File: src/rtl/keypad_scanner_if.sv
// rtl/keypad_scanner_if.sv - key-code stream from the scanner FIFO to the calculator core
interface keypad_scanner_if #(
  parameter int CODE_W = 5
);
  logic [CODE_W-1:0] o_data;
  logic              o_valid;
  logic              i_ready;
  logic              o_overflow;

  modport master (output o_data, output o_valid, output o_overflow, input i_ready);
  modport slave  (input o_data, input o_valid, input o_overflow, output i_ready);
endinterface

File: src/rtl/keypad_scanner.sv
// rtl/keypad_scanner.sv - matrix + direct-pin keypad scanner with debounce, lock-out, repeat and code FIFO
module keypad_scanner #(
  parameter int ROWS            = 4,
  parameter int COLS            = 4,
  parameter int NUM_DIRECT      = 6,
  parameter int CODE_W          = 5,
  parameter int SETTLE_CYCLES   = 4,
  parameter int DEBOUNCE_FRAMES = 3,
  parameter int FIFO_DEPTH      = 4,
  parameter int REPEAT_EN       = 0,
  parameter int REPEAT_DELAY    = 32,
  parameter int REPEAT_RATE     = 8
) (
  input  logic                  clk,
  input  logic                  rst,
  output logic [ROWS-1:0]       o_row_drive,
  input  logic [COLS-1:0]       i_col_sense,
  input  logic [NUM_DIRECT-1:0] i_direct,
  keypad_scanner_if.master      kif
);
  localparam int NKEYS = ROWS*COLS + NUM_DIRECT;
  localparam int RW    = (ROWS > 1) ? $clog2(ROWS) : 1;
  localparam int SW    = (SETTLE_CYCLES > 1) ? $clog2(SETTLE_CYCLES) : 1;
  localparam int DW    = $clog2(DEBOUNCE_FRAMES + 1);
  localparam int HW    = $clog2(REPEAT_DELAY + REPEAT_RATE + 1);
  localparam int AW    = (FIFO_DEPTH > 1) ? $clog2(FIFO_DEPTH) : 1;
  localparam int CW    = $clog2(FIFO_DEPTH + 1);
  localparam logic [SW-1:0] SETTLE_LAST = SW'(SETTLE_CYCLES - 1);
  localparam logic [RW-1:0] ROW_LAST    = RW'(ROWS - 1);
  localparam logic [DW-1:0] DB_DONE     = DW'(DEBOUNCE_FRAMES);
  localparam logic [HW-1:0] REP_FIRST   = HW'(REPEAT_DELAY);
  localparam logic [HW-1:0] REP_NEXT    = HW'(REPEAT_DELAY + REPEAT_RATE);
  localparam logic [CW-1:0] FIFO_FULL   = CW'(FIFO_DEPTH);

  typedef enum logic [1:0] {S_SCAN, S_DEBOUNCE, S_HELD} state_t;

  logic [COLS-1:0]            r_col_s1, r_col_s2;
  logic [NUM_DIRECT-1:0]      r_dir_s1, r_dir_s2;
  logic [SW-1:0]              r_settle;
  logic [RW-1:0]              r_row_idx;
  logic [ROWS-1:0]            r_row_drive;
  logic [(ROWS-1)*COLS-1:0]   r_keys;
  state_t                     r_state;
  logic [CODE_W-1:0]          r_cand;
  logic [DW-1:0]              r_press_cnt, r_rel_cnt;
  logic [HW-1:0]              r_hold_cnt;
  logic [CODE_W-1:0]          r_mem [FIFO_DEPTH];
  logic [AW-1:0]              r_wr_ptr, r_rd_ptr;
  logic [CW-1:0]              r_count;
  logic                       r_overflow;

  logic                       w_row_last, w_frame_end, w_any, w_hit, w_push, w_push_ok, w_pop;
  logic [NKEYS-1:0]           w_keys;
  logic [CODE_W-1:0]          w_cand, w_push_code;
  logic [DW-1:0]              w_press_nxt, w_rel_nxt;
  logic [HW-1:0]              w_hold_nxt;

  assign w_row_last  = (r_settle == SETTLE_LAST);
  assign w_frame_end = w_row_last && (r_row_idx == ROW_LAST);
  // Last row and direct pins are taken straight from the synchronisers on the frame-end cycle.
  assign w_keys      = {r_dir_s2, r_col_s2, r_keys};
  assign w_any       = |w_keys;
  assign w_hit       = w_keys[r_cand];
  assign w_press_nxt = r_press_cnt + 1'b1;
  assign w_rel_nxt   = r_rel_cnt + 1'b1;
  assign w_hold_nxt  = r_hold_cnt + 1'b1;
  assign o_row_drive = r_row_drive;

  always_comb begin
    w_cand = '0;
    for (int k = NKEYS - 1; k >= 0; k--) begin
      if (w_keys[k]) w_cand = CODE_W'(k);
    end
  end

  always_ff @(posedge clk or posedge rst) begin
    if (rst) begin
      r_col_s1    <= '0;
      r_col_s2    <= '0;
      r_dir_s1    <= '0;
      r_dir_s2    <= '0;
      r_settle    <= '0;
      r_row_idx   <= '0;
      r_row_drive <= ROWS'(1);
      r_keys      <= '0;
    end else begin
      r_col_s1 <= i_col_sense;
      r_col_s2 <= r_col_s1;
      r_dir_s1 <= i_direct;
      r_dir_s2 <= r_dir_s1;
      if (w_row_last) begin
        for (int r = 0; r < ROWS - 1; r++) begin
          if (r_row_idx == RW'(r)) r_keys[r*COLS +: COLS] <= r_col_s2;
        end
        r_settle    <= '0;
        r_row_idx   <= (r_row_idx == ROW_LAST) ? '0 : r_row_idx + 1'b1;
        r_row_drive <= {r_row_drive[ROWS-2:0], r_row_drive[ROWS-1]};
      end else begin
        r_settle <= r_settle + 1'b1;
      end
    end
  end

  always_comb begin
    w_push      = 1'b0;
    w_push_code = (r_state == S_SCAN) ? w_cand : r_cand;
    if (w_frame_end) begin
      case (r_state)
        S_SCAN:     w_push = w_any && (DB_DONE == DW'(1));
        S_DEBOUNCE: w_push = w_hit && (w_press_nxt == DB_DONE);
        S_HELD:     w_push = (REPEAT_EN != 0) && w_hit &&
                             ((w_hold_nxt == REP_FIRST) || (w_hold_nxt == REP_NEXT));
        default:    w_push = 1'b0;
      endcase
    end
  end

  always_ff @(posedge clk or posedge rst) begin
    if (rst) begin
      r_state     <= S_SCAN;
      r_cand      <= '0;
      r_press_cnt <= '0;
      r_rel_cnt   <= '0;
      r_hold_cnt  <= '0;
    end else if (w_frame_end) begin
      case (r_state)
        S_SCAN: if (w_any) begin
          r_cand      <= w_cand;
          r_press_cnt <= DW'(1);
          r_rel_cnt   <= '0;
          r_hold_cnt  <= '0;
          r_state     <= (DB_DONE == DW'(1)) ? S_HELD : S_DEBOUNCE;
        end
        S_DEBOUNCE: if (w_hit) begin
          r_press_cnt <= w_press_nxt;
          if (w_press_nxt == DB_DONE) begin
            r_state    <= S_HELD;
            r_rel_cnt  <= '0;
            r_hold_cnt <= '0;
          end
        end else begin
          r_state <= S_SCAN;
        end
        S_HELD: if (w_hit) begin
          r_rel_cnt <= '0;
          // Counter parks at REPEAT_DELAY after each repeat so it stays bounded while held.
          if (REPEAT_EN != 0) r_hold_cnt <= (w_hold_nxt == REP_NEXT) ? REP_FIRST : w_hold_nxt;
        end else begin
          r_rel_cnt <= w_rel_nxt;
          if (w_rel_nxt == DB_DONE) r_state <= S_SCAN;
        end
        default: r_state <= S_SCAN;
      endcase
    end
  end

  assign w_pop     = (r_count != '0) && kif.i_ready;
  assign w_push_ok = w_push && ((r_count != FIFO_FULL) || w_pop);

  always_ff @(posedge clk or posedge rst) begin
    if (rst) begin
      for (int i = 0; i < FIFO_DEPTH; i++) r_mem[i] <= '0;
      r_wr_ptr   <= '0;
      r_rd_ptr   <= '0;
      r_count    <= '0;
      r_overflow <= 1'b0;
    end else begin
      if (w_push_ok) begin
        r_mem[r_wr_ptr] <= w_push_code;
        r_wr_ptr        <= r_wr_ptr + 1'b1;
      end
      if (w_pop) r_rd_ptr <= r_rd_ptr + 1'b1;
      case ({w_push_ok, w_pop})
        2'b10:   r_count <= r_count + 1'b1;
        2'b01:   r_count <= r_count - 1'b1;
        default: r_count <= r_count;
      endcase
      r_overflow <= w_push && !w_push_ok;
    end
  end

  assign kif.o_data     = r_mem[r_rd_ptr];
  assign kif.o_valid    = (r_count != '0);
  assign kif.o_overflow = r_overflow;
endmodule

File: src/flat_wrapper.sv
// flat-port wrapper written by rule: the top's interface ports become plain ports
module keypad_scanner_flat 
#(
  parameter int ROWS            = 4,
  parameter int COLS            = 4,
  parameter int NUM_DIRECT      = 6,
  parameter int CODE_W          = 5,
  parameter int SETTLE_CYCLES   = 4,
  parameter int DEBOUNCE_FRAMES = 3,
  parameter int FIFO_DEPTH      = 4,
  parameter int REPEAT_EN       = 0,
  parameter int REPEAT_DELAY    = 32,
  parameter int REPEAT_RATE     = 8
)
  (clk, rst, o_row_drive, i_col_sense, i_direct, kif_o_data, kif_o_valid, kif_o_overflow, kif_i_ready);
  keypad_scanner_if #(.CODE_W(CODE_W)) kif_i ();
  input  logic clk;
  input  logic rst;
  output logic [ROWS-1:0] o_row_drive;
  input  logic [COLS-1:0] i_col_sense;
  input  logic [NUM_DIRECT-1:0] i_direct;
  output wire logic [$bits(kif_i.o_data)-1:0] kif_o_data;
  output wire logic [$bits(kif_i.o_valid)-1:0] kif_o_valid;
  output wire logic [$bits(kif_i.o_overflow)-1:0] kif_o_overflow;
  input wire logic [$bits(kif_i.i_ready)-1:0] kif_i_ready;
  assign kif_o_data = kif_i.o_data;
  assign kif_o_valid = kif_i.o_valid;
  assign kif_o_overflow = kif_i.o_overflow;
  assign kif_i.i_ready = kif_i_ready;
  keypad_scanner #(.ROWS(ROWS), .COLS(COLS), .NUM_DIRECT(NUM_DIRECT), .CODE_W(CODE_W), .SETTLE_CYCLES(SETTLE_CYCLES), .DEBOUNCE_FRAMES(DEBOUNCE_FRAMES), .FIFO_DEPTH(FIFO_DEPTH), .REPEAT_EN(REPEAT_EN), .REPEAT_DELAY(REPEAT_DELAY), .REPEAT_RATE(REPEAT_RATE)) u_core (.clk(clk), .rst(rst), .o_row_drive(o_row_drive), .i_col_sense(i_col_sense), .i_direct(i_direct), .kif(kif_i));
endmodule
File: config.mk
export PLATFORM = sky130hd
export DESIGN_NAME = keypad_scanner_flat
export DESIGN_NICKNAME = d
export VERILOG_FILES = /design/src/rtl/keypad_scanner_if.sv /design/src/rtl/keypad_scanner.sv /design/src/flat_wrapper.sv
export SDC_FILE = /design/constraint.sdc
export NUM_CORES = 1
export LEC_CHECK = 0
export CAP_MARGIN = 20
export CORE_MARGIN = 4
export CORE_UTILIZATION = 30
export DETAILED_ROUTE_END_ITERATION = 16
export HOLD_SLACK_MARGIN = 0.08
export PLACE_DENSITY = 0.45
export SLEW_MARGIN = 20
export SYNTH_ARGS = -nofsm -noshare
export SYNTH_HDL_FRONTEND = slang
export SYNTH_SLANG_ARGS = --single-unit
File: constraint.sdc
create_clock -name clk -period 4 [get_ports clk]
set_input_delay 0.4 -clock clk [delete_from_list [all_inputs] [get_ports clk]]
set_output_delay 0.4 -clock clk [all_outputs]
set_load 0.02 [all_outputs]
==> results of run 1 <==
-- worst max-delay path, stage by stage (launching register included) --
cell,delay [ns]
dfrtp_1,0.55
mux4_2,0.55
nor2_1,0.18
a311oi_4,0.08
o31ai_4,0.42
and2_1,0.24
inv_1,0.07
fa_1,0.38
nor3_1,0.19
a22o_1,0.16
xor2_1,0.14
-- worst max path at each step --
stage,from,to,slack [ns]
5_1_grt,u_core.r_cand[1],u_core.r_count[2],0.71
6_report,u_core.r_cand[1],u_core.r_count[2],0.96
3_3_place_gp,u_core.r_cand[1],u_core.r_count[2],0.98
3_5_place_dp,u_core.r_cand[1],u_core.r_count[2],0.93
4_1_cts,u_core.r_cand[1],u_core.r_count[2],0.92
2_1_floorplan,u_core.r_cand[1],u_core.r_count[2],1.20
-- cell families (layout without fill, tap and decap cells) --
family | count (synthesis) | count (layout) | share of synthesized area (%)
AND/OR/NAND/NOR | 80 | 80 | 11.6
AO/OA/AOI/OAI | 47 | 47 | 8.86
multiplexers | 50 | 50 | 17.6
adder cells (fa/ha/maj) | 12 | 12 | 4.25
XOR/XNOR | 6 | 6 | 1.42
flip-flops | 79 | 79 | 53.3
buffers and inverters | 28 | 61 | 3.00
-- Yosys cell counts (all sizes together), types with 2 or more instances --
library cell  instances
a21oi                 9
inv                  19
and2                  4
mux4                  8
xnor2                 5
clkbuf                5
a311o                 3
o31ai                 3
nor2                 18
nor4                  9
nor3                  7
and3                  2
o22ai                 2
ha                   11
o21bai                2
dfrtp                78
nand2                31
mux2i                 5
buf                   4
o21ai                19
nand3                 2
mux2                 37
a22o                  3
-- state kept, by name, summed over array words and instances, names as in the netlist, 3 cells and up --
name,cells
u_core.o_row_drive,4
u_core.r_cand,5
u_core.r_col_s1,4
u_core.r_col_s2,4
u_core.r_count,3
u_core.r_dir_s1,6
u_core.r_dir_s2,6
u_core.r_keys,12
u_core.r_mem,20
-- report_power, final --
part	total (mW)	internal (mW)	switching [mW]
Clock	0.865	0.548	0.317
Combinational	0.262	0.137	0.125
Sequential	0.951	0.858	0.0938
-- routing by layer --
| metal | vias up | global-route usage (%) | wire (um) | part of all wire, % |
|---|---|---|---|---|
| met1 | 1152 | 14.2 | 3220 | 45 |
| met4 | 0 | 3.48 | 108 | 1.5 |
| met2 | 45 | 18.1 | 3520 | 49 |
| met5 | - | 0 | 0 | 0 |
| li1 | 1130 | - | - | - |
| met3 | 8 | 3.37 | 306 | 4.3 |
-- cell type report --
type / count / area share [%]
flip-flops and latches: 79 / 44.4
clock inverters: 5 / 1.83
inverters: 19 / 1.63
multi-input cells: 195 / 36.5
well taps: 168 / 4.72
repair buffers: 26 / 5.68
clock buffers: 11 / 5.23
-- metrics by stage --
step	setup slack (ns)	utilization, %
floorplan	1.20	-
global placement	0.984	34.3
detailed placement	0.930	34.3
CTS	0.916	36.9
global route	0.712	36.9
finish	0.965	36.9
==> metrics, run 1 <==
status=finished, final reports clean; max_slew headroom=49.8%; worst min path class=register to register; Final Non-Filler Cells=503; Max Cap Viol=0; Setup CP Type=register to register; via count=2335; Sequential Area=between 1500 and 2000 um^2; Clock Skew=a little over 0.008 ns; first-pass GRT wire length=12700 um; syn avg cell area=12.3 um^2; wire per inst=14.2 um; drt drc=0; clk buf depth=2; minimum clock period=3.04 ns; Yosys top cell area share=52.6%; biggest area consumer among synthesized cells=dfrtp_1; CTS Hold Bufs=0; die extent in y=119 um; Post-DRT Antenna Nets=0; EDFF count, synth=0; worst hold margin=0.346 ns; initial antenna violation count=0; I/O Buffers=23; Clock transition at path regs=0.06 ns; Clock Tree Root=clkbuf_16; R2R depth=10; fin crit share=75.9%; flops & latches, synth=79; largest net degree at the start of global routing=45; initial DRC count=110; Hold EP=u_core.r_dir_s2[1]; RSZ-0062 raised after global routing=false; R2R Setup Slk=just under 1 ns; router iterations before antenna repair=4; worst hold path startpoint=u_core.r_dir_s1[1]; Top Ports=24; Final Instance Area=between 4000 and 5000 um^2; total track usage=between 10 and 15%; FMAX=329 MHz; Worst Path Required=4.25 ns; setup TNS=0 ns; post-cts gate resize count=0; R2R Path Start=u_core.r_cand[1]; Layout area overhead=19.9%; core area=12100 um^2; asr flop ratio synth=100%; final hold violation count=0; number of global-route vias before repair=2511; post-synth cell types=47; die area=14200 um^2; Filler Cell Count=1170; routed wire length=between 7000 and 8000 um; CP Launch Type=register; Inst Count DP=487; nets@finish=355; placed cell areas=slightly above 4000 um^2; initial core utilization=between 30% and 40%; Peak supply drop=0.221 mV; CP Max Fanout=8; Post-CTS Setup Bufs=0; Reg-to-Reg End=u_core.r_count[2]; Clock H-tree levels=3; Tot Pwr=2.08 mW; sequential fraction of the synthesis area=53.3%; yosys warns=0; synthesized area=3710 um^2; DIE WIDTH=between 100 and 150 um; clock latency at the later pin of the worst-skew pair=between 0.3 and 0.4 ns; clk sinks=79; DP Wirelength=5160 um; CTS buffer count=9; most frequent cells in the layout=dfrtp_1, nand2_1, clkdlybuf4s50_1, o21ai_0; Synth Flop Type=dfrtp_1; Post-Syn Instances=302; share of post-route cells with drive strength above 1=16.7%; average vias per placed instance=4.64; total congestion overflow=0; Mapped Nets=327; Leak Pwr=1.96 nW; Final Max Tran Viols=0; worst-margin pin slew=0.752 ns; Rows=40; footprint of the multi-input gates=1620 um^2; Worst Setup End Kind=register; Worst Hold Depth=0; RD Place Congestion=0.776; TritonCTS clock tree=done; pwr/cell area=467 nW/um^2; setup violators final=0; Data arrival, critical path=3.29 ns; commonest non-fill, non-tap cell in the layout=dfrtp_1; top cells by area, synth=dfrtp_1, mux2_1, mux2_2, mux4_2, ha_1; Ant. Diodes=0
No activity file was read; power rests on OpenSTA's default activity.
==> inputs of run 2 (changes only) <==
PLACE_DENSITY = 0.47   (was 0.45)
clock period = 2.6 ns   (was 4 ns; I/O delays follow)
==> metrics, run 2 (same netlist as run 1, synthesis figures left out) <==
Max Cap Viol=0; Peak supply drop=approximately 0.33 mV; most frequent cells in the layout=dfrtp_1, nand2_1, buf_4, clkdlybuf4s50_1, o21ai_0; DP Wirelength=around 5400 um; Worst Path Required=2.86 ns; drt drc=0; power share of the clock group=41.8%; Setup WS pre-CTS=-0.116 ns; router iterations before antenna repair=5; Comb pwr share=14.2%; die extent in y=~120 um; Setup CP Type=register to register; wire per inst=14.4 um; internal power=roughly 2.4 mW; status=finished, final reports clean; core area=12100 um^2; setup violators final=0; CP Launch Type=register; number of global-route vias before repair=around 2600; max_slew headroom=65.9%; final hold violation count=0; Ant. Diodes=0; worst min path class=input port to asynchronous set/reset pin; Clock Tree Root=clkbuf_16; max reg flops=20; first-pass GRT wire length=~13000 um; Sw Ratio=25.9%; minimum clock period=2.46 ns; Clock transition at path regs=0.06 ns; clk sinks=79; initial DRC count=75; Worst Setup End Kind=register; worst hold margin=0.339 ns; total track usage=11.6%; fin crit share=94.5%; FMAX=between 400 and 500 MHz; RSZ-0062 raised after global routing=false; average vias per placed instance=4.57; pwr/cell area=between 700 and 800 nW/um^2; clock latency at the later pin of the worst-skew pair=0.33 ns; CP cell instances=mux4_2 > nor2_2 > a311oi_4 > o31ai_4 > and2_4 > inv_1 > fa_2 > nor3_1 > a22o_1 > xor2_1; die area=~14000 um^2; Rows=40; via count=2415; initial antenna violation count=0; clk buf depth=2; largest net degree at the start of global routing=80; Clock H-tree levels=3; share of post-route cells with drive strength above 1=24.4%; commonest non-fill, non-tap cell in the layout=dfrtp_1; CTS buffer count=9; CP max-delay cell=mux4_2; I/O Buffers=23; Post-DRT Antenna Nets=0; maximum cell stage delay along the critical path=0.52 ns; Data arrival, critical path=2.72 ns; routed wire length=roughly 7600 um; top flop regs=u_core.r_mem (20), u_core.r_keys (12); Leak Pwr=2.09 nW; Tot Pwr=3.28 mW; Reg power frac=approximately 44%; worst-margin pin slew=0.506 ns; Setup WS post-layout=0.144 ns; TritonCTS clock tree=done; Largest Register=u_core.r_mem; Switch Pwr=about 850 uW; total congestion overflow=0; Final Max Tran Viols=0; RD Place Congestion=0.811; initial core utilization=30.8%; nets@finish=380; Top Ports=24; CP Max Fanout=4; Layout area overhead=25.9%; DIE WIDTH=119 um; Clock Skew=0.00396 ns
## run 2: cell count changes in the layout (fill, tap and decap cells not counted), sizes merged
cell,delta
buf,+25
## run 2: layer usage
metal / GRT usage [%] / share of wire, %
met4: 3.98 / 1.7
met5: 0 / 0
met1: 15.4 / 48
met3: 3.13 / 3.3
met2: 18.3 / 47
## run 2: layout make-up
class,count,area [um^2]
fill,1182,7390
sequential,79,1980
clock inverter,5,81.3
timing repair buffer,51,453
clock buffer,11,243
inverter,19,71.3
multi-input combinational,195,1630
tap,168,210
## run 2: final timing paths
kind / from / endpoint / slack, ns / cells after the start
max: u_core.r_cand[1] / u_core.r_count[2] / 0.14 / 10
min: rst / u_core.r_row_idx[1] / 0.34 / 3
max reg2reg: u_core.r_cand[1] / u_core.r_count[2] / 0.14 / 10
min reg2reg: u_core.r_dir_s1[2] / u_core.r_dir_s2[2] / 0.35 / 0
max in group asynchronous: rst / u_core.o_row_drive[0] / 1.91 / 3
min in group clk: u_core.r_dir_s1[2] / u_core.r_dir_s2[2] / 0.35 / 0
## run 2: repair_timing
action,CTS,global route
cloned,0,0
hold buffers,0,0
pin swaps,1,0
hold endpoints to repair,0,0
setup endpoints to repair,1,7
gates resized for setup,0,2
buffers inserted,1,0
## run 2: metrics by stage
step,util [%],cells,instance area [um^2],TNS (ns)
global route,38.7,528,4670,0
floorplan,-,302,3740,0
finish,38.7,528,4670,0
CTS,38.7,528,4670,0
detailed placement,36.0,511,4340,-0.116
global placement,36.0,511,4340,-0.0218
## run 2: power groups by stage
| stage | Clock [mW] | Sequential [mW] | Combinational [mW] |
|---|---|---|---|
| after floorplan | 0 | 1.39 | 0.388 |
| after global placement | 0 | 1.47 | 0.471 |
| after detailed placement | 0 | 1.47 | 0.474 |
| after CTS | 1.41 | 1.45 | 0.475 |
| after global routing | 1.46 | 1.46 | 0.520 |
| final | 1.37 | 1.44 | 0.468 |
## run 2: worst max-delay path: cells and delay by family, from the launching register on
kind,cells,cell delay (ns)
AO/OA/AOI/OAI,3,0.48
XOR/XNOR,1,0.14
adder cells (fa/ha/maj),1,0.33
buffers and inverters,1,0.05
flip-flops,1,0.41
multiplexers,1,0.52
AND/OR/NAND/NOR,3,0.45
